===== config.mk =====
export PLATFORM = sky130hd
export DESIGN_NAME = uart_tx_arbiter
export DESIGN_NICKNAME = d
export VERILOG_FILES = /design/src/rtl/uart_tx_arbiter.sv
export SDC_FILE = /design/constraint.sdc
export NUM_CORES = 1
export LEC_CHECK = 0
export CORE_ASPECT_RATIO = 2
export CORE_MARGIN = 5
export CORE_UTILIZATION = 46
export DETAILED_ROUTE_END_ITERATION = 10
export PLACE_DENSITY = 0.85
export SYNTH_ARGS = -nofsm -noshare
export SYNTH_HDL_FRONTEND = slang
export SYNTH_SLANG_ARGS = --single-unit

===== constraint.sdc =====
create_clock -name clk -period 2.7 [get_ports clk]
set_input_delay 0.27 -clock clk [delete_from_list [all_inputs] [get_ports clk]]
set_output_delay 0.27 -clock clk [all_outputs]
set_load 0.1 [all_outputs]

===== src/rtl/uart_tx_arbiter.sv =====
// Round-robin byte arbiter with packet locking in front of a single UART.
// Issues one transmit pulse per accepted byte and tracks the UART busy flag.
module uart_tx_arbiter #(
   parameter int NUM_REQ       = 4,
   parameter int START_TIMEOUT = 16,
   localparam int IW           = $clog2(NUM_REQ),
   localparam int CW           = $clog2(START_TIMEOUT + 1)
) (
   input  logic                 clk,
   input  logic                 rst,
   input  logic [NUM_REQ-1:0]   req_valid,
   input  logic [NUM_REQ*8-1:0] req_data,
   input  logic [NUM_REQ-1:0]   req_last,
   output logic [NUM_REQ-1:0]   req_ready,
   output logic                 uart_transmit,
   output logic [7:0]           uart_tx_byte,
   input  logic                 uart_is_transmitting,
   output logic [IW-1:0]        grant_id,
   output logic                 busy,
   output logic                 start_error
);

   typedef enum logic [1:0] {
      IDLE,
      WAIT_START,
      WAIT_DONE
   } state_t;

   state_t        state_q, state_d;
   logic [CW-1:0] cnt_q, cnt_d;
   logic [IW-1:0] rr_q, rr_d;
   logic          lock_q, lock_d;
   logic [IW-1:0] lock_id_q, lock_id_d;
   logic [7:0]    byte_q, byte_d;
   logic          tx_q, tx_d;
   logic [IW-1:0] grant_q, grant_d;
   logic          err_q, err_d;
   logic          busy_q, busy_d;

   logic [IW-1:0] winner;
   logic          win_ok;
   logic          accept;

   // Locked owner is the sole candidate; otherwise nearest valid after rr_q.
   always_comb begin
      winner = '0;
      win_ok = 1'b0;
      if (lock_q) begin
         winner = lock_id_q;
         win_ok = req_valid[lock_id_q];
      end else begin
         for (int k = NUM_REQ; k >= 1; k--) begin
            if (req_valid[(int'(rr_q) + k) % NUM_REQ]) begin
               winner = IW'((int'(rr_q) + k) % NUM_REQ);
               win_ok = 1'b1;
            end
         end
      end
   end

   always_comb begin
      req_ready = '0;
      if (!rst && state_q == IDLE && !uart_is_transmitting && win_ok)
         req_ready[winner] = 1'b1;
   end

   assign accept = |req_ready;

   always_comb begin
      state_d   = state_q;
      cnt_d     = cnt_q;
      rr_d      = rr_q;
      lock_d    = lock_q;
      lock_id_d = lock_id_q;
      byte_d    = byte_q;
      tx_d      = 1'b0;
      grant_d   = grant_q;
      err_d     = 1'b0;
      unique case (state_q)
         IDLE: begin
            if (accept) begin
               byte_d    = req_data[{winner, 3'b000} +: 8];
               tx_d      = 1'b1;
               grant_d   = winner;
               rr_d      = winner;
               lock_d    = ~req_last[winner];
               lock_id_d = winner;
               cnt_d     = '0;
               state_d   = WAIT_START;
            end
         end
         WAIT_START: begin
            if (uart_is_transmitting) begin
               state_d = WAIT_DONE;
            end else if (cnt_q == CW'(START_TIMEOUT - 1)) begin
               err_d   = 1'b1;
               state_d = IDLE;
            end else begin
               cnt_d = cnt_q + 1'b1;
            end
         end
         WAIT_DONE: begin
            if (!uart_is_transmitting)
               state_d = IDLE;
         end
         default: state_d = IDLE;
      endcase
      busy_d = (state_d != IDLE);
   end

   always_ff @(posedge clk) begin
      if (rst) begin
         state_q   <= IDLE;
         cnt_q     <= '0;
         rr_q      <= IW'(NUM_REQ - 1);
         lock_q    <= 1'b0;
         lock_id_q <= '0;
         byte_q    <= '0;
         tx_q      <= 1'b0;
         grant_q   <= '0;
         err_q     <= 1'b0;
         busy_q    <= 1'b0;
      end else begin
         state_q   <= state_d;
         cnt_q     <= cnt_d;
         rr_q      <= rr_d;
         lock_q    <= lock_d;
         lock_id_q <= lock_id_d;
         byte_q    <= byte_d;
         tx_q      <= tx_d;
         grant_q   <= grant_d;
         err_q     <= err_d;
         busy_q    <= busy_d;
      end
   end

   assign uart_transmit = tx_q;
   assign uart_tx_byte  = byte_q;
   assign grant_id      = grant_q;
   assign busy          = busy_q;
   assign start_error   = err_q;

endmodule


==> impl_metrics.json <==
{
  "worst_path_max_delay_cell": "clkdlybuf4s50_1",
  "reg2reg_depth": 6,
  "p_leak_nw": 0.976,
  "peakVddDrop_mv": 0.373,
  "grt_overflow_total": 0,
  "cts_made_buffers": 3,
  "yosysWarnings": 0,
  "sequentialPowerShare": 0.305,
  "endpoint": "req_ready[3]",
  "cts.sinks": 23,
  "r2r_setup_slack_ps": 700,
  "maxCapViolCount": 0,
  "synth_cells": 176,
  "route.detailed.drc": 0,
  "coreArea_sq_um": 3160,
  "tightest_slew_ps": 470,
  "p_sw_frac": 0.451,
  "fin_tns_setup_ps": 0,
  "critPathMaxFanout": 8,
  "io_pins": 60,
  "ant_nets": 0,
  "slowest_delay_ps": 530,
  "pwr_density_cell_nw_per_um2": 620,
  "r2r_end": "busy",
  "firstDrtPassIters": 4,
  "fin_crit_ps": 2450,
  "clock_path_buffers": 2,
  "die_x_um": 50.1,
  "ys_seq_area_frac": 0.311,
  "grt_pass1_vias": 1460,
  "grt_pass1_wl_um": 6350,
  "final_core_util": 0.690,
  "intPower_uw": 742,
  "num_rows": 29,
  "nets": 282,
  "layout_worst_path_cycle_share": 0.909,
  "cts_root_buf": "clkbuf_8",
  "startpoint_type": "primary input",
  "portBuffers": 59,
  "cp_data_required_time_ps": 2430,
  "antenna_cells": 0,
  "status": "complete, no violations",
  "arrival_ps": 2180,
  "rsz0062_at_grt": "false",
  "hp-start": "uart_tx_byte[4]",
  "p_clk_frac": 0.154,
  "worstHoldPathType": "reg2reg",
  "cts_resized": 0,
  "critical_path_class": "in2out",
  "holdBufCountCts": 0,
  "wl_per_cell_um": 15.1,
  "setup_viol": 0,
  "final_common_cell": "clkdlybuf4s50_1",
  "drive_gt1_frac": 0.229,
  "antenna_found_initial": 0,
  "drv_slew": 0,
  "grt_max_degree": 19,
  "p_sw_uw": 609,
  "cts_tree": "done",
  "clock-skew-final_ps": 6.02,
  "grt_usage": 0.175,
  "fmax_mhz": 408,
  "synth_seq_cells": 23,
  "ys_types": 41,
  "critPathLaunch": "req_valid[3]",
  "cts_htree_levels": 1,
  "viasPerCell": 5.54,
  "place.gp.congestion": 0.821,
  "syn_area_per_cell_sq_um": 8.40,
  "dp_hpwl_um": 3240,
  "r2r_start": "cnt_q[0]",
  "path_cells": "clkdlybuf4s50_1, nor2b_1, o21a_1, o41a_1, and3_1, buf_12",
  "die_height_um": 90.2,
  "clk_pin_slew_ps": 70,
  "layout_common_cells": "clkdlybuf4s50_1, buf_4, dfxtp_1",
  "drt_iter0_markers": 18,
  "combPwrFrac": 0.541,
  "endpoint_kind": "output port",
  "routed_wl_um": 4040,
  "syn_nets": 221,
  "place_ws_ps": 253,
  "worstSkewPairLatency_ps": 260,
  "timing.slew.headroom": 0.686,
  "start_util": 0.468,
  "post-cts-setup-buffers": 0,
  "area_growth_syn_to_layout_pct": 47.4,
  "timing.final.ws_setup_ps": 247,
  "dr_total_vias": 1478,
  "netlist_area_sq_um": 1480,
  "die-area_sq_um": 4520,
  "hold_viol_final": 0
}
-- worst max-delay path: cells and delay by family --
kind / cells / cell delay (ps)
compound gates: 2 / 560
buf+inv: 2 / 720
simple gates: 2 / 620
-- cell type report --
class,count,area (sq um)
fillers,250,977
multi-input cells,130,926
repair buffers,68,666
flip-flops and latches,23,463
clock buffers,4,45.0
inverters,11,41.3
well taps,31,38.8
-- synth_stat cells --
library cell	count	area, sq um
a211oi_2	8	100
a21oi_1	6	30.0
a31oi_1	1	6.26
and2_1	2	12.5
and3_1	3	18.8
buf_2	2	10.0
buf_4	1	7.51
buf_6	3	33.8
clkbuf_1	6	22.5
dfxtp_1	23	460
ha_1	2	25.0
inv_1	10	37.5
inv_2	1	3.75
mux2_1	1	11.3
mux2i_1	1	10.0
mux4_1	1	26.3
nand2_1	18	67.6
nand2b_1	4	25.0
nand2b_4	1	13.8
nand3_1	10	50.1
nand4_1	1	6.26
nor2_1	18	67.6
nor2b_1	2	12.5
nor3_1	5	25.0
nor3b_1	1	7.51
nor4b_1	1	8.76
o211a_1	9	90.1
o211ai_2	1	12.5
o21a_1	1	7.51
o21ai_0	11	55.1
o21ba_2	1	10.0
o22ai_1	2	12.5
o31ai_1	2	15.0
o31ai_2	8	100
o41a_1	1	11.3
or2_1	1	6.26
or2b_1	1	7.51
or3_1	1	6.26
or3b_1	1	8.76
or4b_2	1	10.0
xor2_1	3	26.3
-- stage by stage --
stage	power, mW	area, sq um	hold WS (ps)	std cells
CTS	1.36	2180	485	267
detailed placement	1.15	2130	474	263
finish	1.35	2180	484	267
global placement	1.14	2130	467	263
global route	1.41	2180	508	267
floorplan	0.958	1500	432	176
-- power groups by stage --
stage / Clock (mW) / Sequential (mW) / Combinational (mW)
floorplan: 0 / 0.629 / 0.330
global placement: 0 / 0.419 / 0.725
detailed placement: 0 / 0.420 / 0.731
CTS: 0.212 / 0.413 / 0.733
global route: 0.223 / 0.416 / 0.767
finish: 0.208 / 0.412 / 0.730
-- state kept, by name, indices dropped and copies added, names as in the netlist --
signal and cells:
lock_q 1, uart_tx_byte 8, rr_q 2, state_q 2, busy 1, grant_id 2, start_error 1, uart_transmit 1
cnt_q 5
-- routing by layer --
layer	vias to the layer above	GRT usage	part of all wire
met5	-	0	0
met4	0	0.0525	0.010
met3	2	0.0265	0.057
met2	47	0.353	0.59
met1	680	0.163	0.34
li1	749	-	-
-- logic make-up (layout without fill, tap and decap cells) --
family | Yosys count | after routing | synth area share
multiplexers | 3 | 3 | 0.0322
XOR/XNOR | 3 | 3 | 0.0178
AO/OA/AOI/OAI | 51 | 51 | 0.305
adder cells (fa/ha/maj) | 2 | 2 | 0.0169
buffers and inverters | 23 | 83 | 0.0778
flip-flops | 23 | 23 | 0.311
AND/OR/NAND/NOR | 71 | 71 | 0.239
-- worst min-delay path by stage --
stage	depth (start not counted)	endpoint
final	2	uart_tx_byte[4]
after CTS	2	uart_tx_byte[4]
after floorplan	1	state_q[1]
after global routing	2	uart_tx_byte[0]
after detailed placement	2	uart_tx_byte[4]
after global placement	2	uart_tx_byte[6]
Power figures use the tool's default switching activity.
